`config.mk`:
```
export PLATFORM = sky130hd
export DESIGN_NAME = imem_fetch_ctrl_flat
export DESIGN_NICKNAME = d
export VERILOG_FILES = /design/src/rtl/imem_fetch_ctrl_pkg.sv /design/src/rtl/imem_fetch_ctrl_if.sv /design/src/rtl/sat_counter.sv /design/src/rtl/imem_fetch_ctrl.sv /design/src/flat_wrapper.sv
export SDC_FILE = /design/constraint.sdc
export NUM_CORES = 1
export LEC_CHECK = 0
export ABC_AREA = 1
export BUFFER_PORTS_ARGS = -buffer_cell sky130_fd_sc_hd__buf_2
export CAP_MARGIN = 10
export CORE_MARGIN = 3
export CORE_UTILIZATION = 49
export DETAILED_ROUTE_END_ITERATION = 8
export PLACE_DENSITY = 0.81
export REMOVE_ABC_BUFFERS = 1
export SLEW_MARGIN = 20
export SYNTH_ARGS = -nofsm -noshare
export SYNTH_HDL_FRONTEND = slang
export SYNTH_HIERARCHICAL = 1
export SYNTH_SLANG_ARGS = --single-unit
```
`constraint.sdc`:
```
create_clock -name clk -period 2.4 [get_ports clk]
set_clock_uncertainty 0.2 [all_clocks]
set_input_delay 0.24 -clock clk [delete_from_list [all_inputs] [get_ports clk]]
set_output_delay 0.24 -clock clk [all_outputs]
set_load 0.01 [all_outputs]
```
`src/rtl/imem_fetch_ctrl_pkg.sv`:
```
// Shared pipeline definitions for the instruction-fetch controller.
package imem_fetch_ctrl_pkg;

    localparam int unsigned XLEN = 32;

    // Value presented to F/D whenever no fetched instruction is being handed over
    localparam logic [XLEN-1:0] INSTR_ZERO = 32'h0000_0000;

    typedef enum logic [2:0] {
        IDLE    = 3'd0,
        REQ     = 3'd1,
        WAIT    = 3'd2,
        HOLD    = 3'd3,
        DISCARD = 3'd4
    } fetch_state_e;

endpackage

```
`src/rtl/imem_fetch_ctrl_if.sv`:
```
// Instruction-memory request/response channel between fetch control and IMEM.
interface imem_fetch_ctrl_if;
    import imem_fetch_ctrl_pkg::*;

    logic            mem_req;
    logic [XLEN-1:0] mem_addr;
    logic            mem_ready;
    logic            mem_rvalid;
    logic [XLEN-1:0] mem_rdata;

    modport master (
        output mem_req,
        output mem_addr,
        input  mem_ready,
        input  mem_rvalid,
        input  mem_rdata
    );

    modport slave (
        input  mem_req,
        input  mem_addr,
        output mem_ready,
        output mem_rvalid,
        output mem_rdata
    );

endinterface

```
`src/rtl/sat_counter.sv`:
```
// Up-counter that sticks at all-ones instead of wrapping.
module sat_counter #(
    parameter int unsigned WIDTH = 32
) (
    input  logic             clk,
    input  logic             rst_n,
    input  logic             en,
    output logic [WIDTH-1:0] count
);

    logic [WIDTH-1:0] count_q;

    always_ff @(posedge clk or negedge rst_n) begin
        if (!rst_n) begin
            count_q <= '0;
        end else if (en && (count_q != '1)) begin
            count_q <= count_q + WIDTH'(1);
        end
    end

    assign count = count_q;

endmodule

```
`src/rtl/imem_fetch_ctrl.sv`:
```
// Fetch-stage controller: one outstanding IMEM request, redirect squash, F/D stall/bubble generation.
module imem_fetch_ctrl
    import imem_fetch_ctrl_pkg::*;
#(
    parameter int unsigned CNT_EN = 1
) (
    input  logic                       clk,
    input  logic                       rst,
    input  logic [XLEN-1:0]            PC_F,
    input  logic                       PCSrc_E,
    input  logic                       Stall_in,
    imem_fetch_ctrl_if.master          mem,
    output logic [XLEN-1:0]            Instr_F,
    output logic                       Fetch_Stall,
    output logic                       Fetch_Bubble,
    output logic [XLEN-1:0]            Stall_Cnt
);

    fetch_state_e    state_q, state_d;
    logic [XLEN-1:0] buf_q, buf_d;
    logic            mem_req_c;
    logic            redirect;

    // A redirect is meaningless while the block is held in reset
    assign redirect = PCSrc_E & rst;

    always_ff @(posedge clk or negedge rst) begin
        if (!rst) begin
            state_q <= IDLE;
            buf_q   <= INSTR_ZERO;
        end else begin
            state_q <= state_d;
            buf_q   <= buf_d;
        end
    end

    always_comb begin
        state_d     = state_q;
        buf_d       = buf_q;
        mem_req_c   = 1'b0;
        Instr_F     = INSTR_ZERO;
        Fetch_Stall = ~redirect;

        case (state_q)
            IDLE: begin
                state_d = REQ;
            end
            REQ: begin
                mem_req_c = 1'b1;
                if (mem.mem_ready) begin
                    state_d = WAIT;
                end
            end
            WAIT: begin
                if (mem.mem_rvalid) begin
                    if (redirect) begin
                        state_d = REQ;
                    end else begin
                        buf_d   = mem.mem_rdata;
                        state_d = HOLD;
                    end
                end else if (redirect) begin
                    state_d = DISCARD;
                end
            end
            HOLD: begin
                Instr_F     = buf_q;
                Fetch_Stall = 1'b0;
                if (redirect || !Stall_in) begin
                    state_d = REQ;
                end
            end
            DISCARD: begin
                // The stale beat is consumed even if another redirect lands on it
                if (mem.mem_rvalid) begin
                    state_d = REQ;
                end
            end
            default: begin
                state_d = IDLE;
            end
        endcase
    end

    assign mem.mem_req   = mem_req_c;
    assign mem.mem_addr  = PC_F;
    assign Fetch_Bubble  = (Fetch_Stall & ~Stall_in) | redirect;

    if (CNT_EN != 0) begin : g_cnt
        sat_counter #(
            .WIDTH (XLEN)
        ) u_stall_cnt (
            .clk   (clk),
            .rst_n (rst),
            .en    (Fetch_Stall),
            .count (Stall_Cnt)
        );
    end else begin : g_no_cnt
        assign Stall_Cnt = '0;
    end

endmodule

```
`src/flat_wrapper.sv`:
```
// flat-port wrapper written by rule: the top's interface ports become plain ports
module imem_fetch_ctrl_flat import imem_fetch_ctrl_pkg::*;
#(
    parameter int unsigned CNT_EN = 1
)
  (clk, rst, PC_F, PCSrc_E, Stall_in, Instr_F, Fetch_Stall, Fetch_Bubble, Stall_Cnt, mem_mem_req, mem_mem_addr, mem_mem_ready, mem_mem_rvalid, mem_mem_rdata);
  imem_fetch_ctrl_if mem_i ();
  input  logic clk;
  input  logic rst;
  input  logic [XLEN-1:0] PC_F;
  input  logic PCSrc_E;
  input  logic Stall_in;
  output logic [XLEN-1:0] Instr_F;
  output logic Fetch_Stall;
  output logic Fetch_Bubble;
  output logic [XLEN-1:0] Stall_Cnt;
  output wire logic [$bits(mem_i.mem_req)-1:0] mem_mem_req;
  output wire logic [$bits(mem_i.mem_addr)-1:0] mem_mem_addr;
  input wire logic [$bits(mem_i.mem_ready)-1:0] mem_mem_ready;
  input wire logic [$bits(mem_i.mem_rvalid)-1:0] mem_mem_rvalid;
  input wire logic [$bits(mem_i.mem_rdata)-1:0] mem_mem_rdata;
  assign mem_mem_req = mem_i.mem_req;
  assign mem_mem_addr = mem_i.mem_addr;
  assign mem_i.mem_ready = mem_mem_ready;
  assign mem_i.mem_rvalid = mem_mem_rvalid;
  assign mem_i.mem_rdata = mem_mem_rdata;
  imem_fetch_ctrl #(.CNT_EN(CNT_EN)) u_core (.clk(clk), .rst(rst), .PC_F(PC_F), .PCSrc_E(PCSrc_E), .Stall_in(Stall_in), .mem(mem_i), .Instr_F(Instr_F), .Fetch_Stall(Fetch_Stall), .Fetch_Bubble(Fetch_Bubble), .Stall_Cnt(Stall_Cnt));
endmodule
```
==> results_tabular.tex <==
\begin{tabular}{lr}
\hline
Metric & Value \\
\hline
\multicolumn{2}{l}{\textbf{Status}} \\
\quad Result of the run & finished clean \\
\multicolumn{2}{l}{\textbf{Floorplanning}} \\
\quad Top Ports & approximately 170 \\
\quad Die height & 97.9 um \\
\quad Std-Cell Core Area & 0.00797 sq mm \\
\quad Die X-Extent & roughly 98 um \\
\quad Number of standard-cell rows in the floorplan & 32 \\
\quad Initial core utilization & about half \\
\quad Area of the die & $\sim$0.0096 sq mm \\
\multicolumn{2}{l}{\textbf{STA}} \\
\quad RSZ-0062 raised after global routing & false \\
\quad Final hold violations & 0 \\
\quad Number of pins with negative max-slew slack in the final report & 0 \\
\quad Worst Tran Pin Value & 0.646 ns \\
\quad Crit share post-route & 91.7\% \\
\quad Post-Route Hold Slack & 0.0776 ns \\
\quad Headroom to the max-slew limit & between 50 and 60\% \\
\quad Maximum frequency from static timing analysis & approximately 0.45 GHz \\
\quad Number of failing setup endpoints in the final timing report & 0 \\
\quad Post-layout minimum cycle time & 2.20 ns \\
\multicolumn{2}{l}{\textbf{Power and ir drop}} \\
\quad Worst-case vdd ir drop & about 610 uV \\
\quad Internal power & around 2700 uW \\
\quad Static leakage power & 0.00254 uW \\
\quad P per Cell Area & $\sim$850 mW/mm\^{}2 \\
\quad Logic gate share of total power & 34.4\% \\
\quad Clock power frac & between 20\% and 30\% \\
\quad Power dissipated by switching net loads & roughly 1600 uW \\
\quad Sequential Power Share & about two fifths \\
\quad Fraction of power spent switching nets & between 30\% and 40\% \\
\multicolumn{2}{l}{\textbf{Setup path}} \\
\quad Startpoint types & register \\
\quad Worst path max stage delay & between 0.4 and 0.5 ns \\
\quad CP delay by family, top & buffers and inverters \\
\quad Length in cells of the worst reg-to-reg path & 11 \\
\quad Logic depth of the worst setup path including buffers & 7 \\
\quad Buf+Inv Stages, Crit Path & 4 \\
\quad Launch point of the worst reg-to-reg path & u\_core/state\_q[1] \\
\quad Maximum fanout count along the critical path & 32 \\
\quad Critical Path Sink Type & output pin \\
\quad CP required & about 2.0 ns \\
\quad Setup CP Type & reg2out \\
\quad Slowest-stage cell, CP & dfrtp\_1 \\
\quad Crit path DAT & roughly 1.8 ns \\
\quad Reg2Reg Setup Slack & $\sim$0.21 ns \\
\quad Critical path, cell by cell & inv\_2, nor2\_4, inv\_1, nor2\_2, inv\_2, nor2\_1, buf\_2 \\
\quad Endpoint of the lowest-slack register-to-register path & u\_core/g\_cnt.u\_stall\_cnt/count[27] \\
\quad Critical path's most frequent cell & inv\_2 \\
\multicolumn{2}{l}{\textbf{Drt}} \\
\quad Number of DRC violations after detailed routing & 0 \\
\quad Detailed Route Iter0 Violations & roughly 330 \\
\quad Via count & 4130 \\
\quad Routed wire per std cell & approximately 16 um \\
\quad Number of search-and-repair iterations in the first detailed-routing pass & 5 \\
\quad Total Wirelength & between 10000 and 15000 um \\
\quad Vias per cell & around 5.2 \\
\quad Count of nets left with antenna violations after detail routing & 0 \\
\multicolumn{2}{l}{\textbf{CTS}} \\
\quad Number of buffers inserted by post-CTS setup repair & 0 \\
\quad Latest clock arrival within the worst-skew pair & 0.34 ns \\
\quad Clock Tree Buf Depth & 2 \\
\quad CTS H-tree lvls & 3 \\
\quad Register clock-pin slew on the reported worst setup and hold paths & roughly 0.080 ns \\
\quad Clock root buffer & clkbuf\_8 \\
\quad Sink count of the clock tree & 67 \\
\quad Clock tree from TritonCTS & built \\
\quad TritonCTS buffer count & 9 \\
\multicolumn{2}{l}{\textbf{Placement}} \\
\quad Post-DP Area & 0.00447 sq mm \\
\quad Port Buffers & roughly 100 \\
\quad Placed cells & 740 \\
\quad Detail Placement HPWL & 8190 um \\
\quad Final weighted congestion in routability-driven placement & between 0.9 and 1 \\
\multicolumn{2}{l}{\textbf{Synth}} \\
\quad Mapped Area & between 0.004 and 0.005 sq mm \\
\quad Biggest area consumer among synthesized cells & dfrtp\_1 \\
\quad XOR/XNOR share of the synthesized area & around 1.7\% \\
\quad Number of distinct library cells after synthesis & 27 \\
\quad Gate count after technology mapping & 575 \\
\quad Largest family of logic cells by synthesized area & simple AND/OR/NAND/NOR gates \\
\quad Multiplexer share of the synthesized area & 0\% \\
\quad Count of yosys warnings during synthesis & 6 \\
\quad Total of flip-flops plus latches after synthesis & 67 \\
\quad Mean instance size in the synthesized netlist & just over 7 sq um \\
\quad Fraction of synthesized cell area taken by the top area cell type & 40.5\% \\
\quad Post-synthesis adder-cell area fraction & less than 1\% \\
\quad Compound-Gate Fraction of Synth Area & 6.14\% \\
\quad Register area share after synthesis & between 40 and 50\% \\
\quad Dominant cells by area after synthesis & dfrtp\_1 41\%, nand2\_1 16\%, nor2\_1 8.1\%, buf\_4 6.4\%, inv\_1 6.0\% \\
\quad Simple-Gate Fraction of Synth Area & between 30\% and 40\% \\
\multicolumn{2}{l}{\textbf{Layout}} \\
\quad Proportion of layout cells with a drive suffix above 1 & between 20\% and 30\% \\
\quad Most common library cell in the layout ignoring fill and taps & nand2\_1 \\
\quad Filler-free cell count of the finished design & roughly 790 \\
\quad Layout overhead on the synthesized area & 22.0\% \\
\quad Leading cell types in the layout, fill and taps excluded & 176 x nand2\_1, 104 x buf\_2, 87 x nor2\_1 \\
\quad Total number of nets in the final design & roughly 750 \\
\quad Post-route standard cell area excluding fillers & 0.00505 sq mm \\
\quad Core Util, Final & a little under two thirds \\
\quad Number of antenna cells inserted & 0 \\
\quad Number of filler cells placed in the layout & approximately 660 \\
\multicolumn{2}{l}{\textbf{Global routing}} \\
\quad Global-route congestion overflow total & 0 \\
\quad Largest net degree at the start of global routing & 54 \\
\quad All-layer global routing usage & 26.4\% \\
\quad Global-route wire length before repair & slightly above 20000 um \\
\quad Vias in the first global route & between 4000 and 5000 \\
\quad Antenna violations before repair & 0 \\
\multicolumn{2}{l}{\textbf{Job}} \\
\quad Maxcap violations & 0 \\
\multicolumn{2}{l}{\textbf{Min path}} \\
\quad WHS Path Cells & 6 \\
\quad WHS Endpoint & u\_core/state\_q[2] \\
\quad Beginning of the worst hold path & mem\_mem\_rvalid \\
\quad Type of the most critical hold path & in2reg \\
\hline
\end{tabular}
-- layout make-up --
type	count	area, sq um	area share [%]
flip-flops and latches	67	1680	33.2
repair buffers	143	908	18.0
well taps	102	128	2.53
clock buffers	10	128	2.53
inverters	69	259	5.13
clock inverters	6	114	2.26
multi-input cells	392	1830	36.3
-- worst max path at each step --
stage / from / end / slack, ns
detailed placement: u_core/state_q[1] / u_core/g_cnt.u_stall_cnt/count[26] / 0.20
CTS: u_core/state_q[1] / u_core/g_cnt.u_stall_cnt/count[26] / 0.15
floorplan: u_core/state_q[2] / u_core/buf_q[10] / -0.28
global route: u_core/state_q[1] / u_core/g_cnt.u_stall_cnt/count[27] / 0.05
global placement: u_core/state_q[1] / u_core/g_cnt.u_stall_cnt/count[22] / 0.31
finish: u_core/state_q[1] / Instr_F[2] / 0.20
-- flip-flops by register name (all words and copies together), names as in the netlist --
register	cells
u_core/state_q	3
u_core/buf_q	32
u_core/g_cnt.u_stall_cnt/count	32
-- power groups by stage --
stage               clock network [uW]  logic [uW]  registers [uW]
floorplan                            0         911            1630
global placement                     0        1330            1640
detailed placement                   0        1380            1650
CTS                               1170        1420            1630
global route                      1230        1630            1680
finish                            1160        1470            1650
-- logic make-up (layout without fill, tap and decap cells) --
group                      after synthesis  in the layout
AOI/OAI and AO/OA                       42             42
and+or+nand+nor                        341            341
buffers and inverters                  116            228
adders and majority gates                1              1
DFF                                     67             67
xor gates and xnor gates                 8              8
-- worst min-delay path, stage by stage --
cell	delay, ns
buf_2	0.10
inv_1	0.04
nand2_1	0.04
nor2_1	0.05
inv_1	0.06
nand2_1	0.05
-- what timing repair did --
| item | CTS | global route |
|---|---|---|
| hold buffers | 33 | 0 |
| resized for setup | 0 | 2 |
| hold endpoints to repair | 99 | 0 |
| endpoints found under the setup margin | 0 | 5 |
-- synth_stat cells --
master	n
buf_2	4
nand2_1	176
nand4_1	11
a21oi_1	1
nand2_4	2
buf_4	35
buf_6	7
nor3_1	1
o21ai_2	10
nand3b_1	9
a21oi_2	1
nand3_2	1
nor2_2	4
nand3_1	25
o21bai_1	1
inv_2	3
o21ai_1	18
dfrtp_1	67
nor2_4	5
buf_8	1
nor2_1	89
inv_1	66
xnor2_1	7
ha_1	1
xor2_1	1
nand2_2	18
o21ai_0	11
-- per-layer routing --
layer	up-vias	part of all wire [%]	GRT usage, %
met2	275	44	39.4
met1	1886	41	33.7
li1	1946	-	-
met5	-	0.42	6.15
met4	2	1.7	7.67
met3	21	13	12.4
-- metrics by stage --
step	power, uW	worst slack (ns)	setup TNS, ns
6_report	4280	0.200	0
2_1_floorplan	2540	-0.278	-6.58
3_3_place_gp	2960	0.313	0
5_1_grt	4540	0.0534	0
4_1_cts	4220	0.153	0
3_5_place_dp	3030	0.199	0
Power figures use the tool's default switching activity.
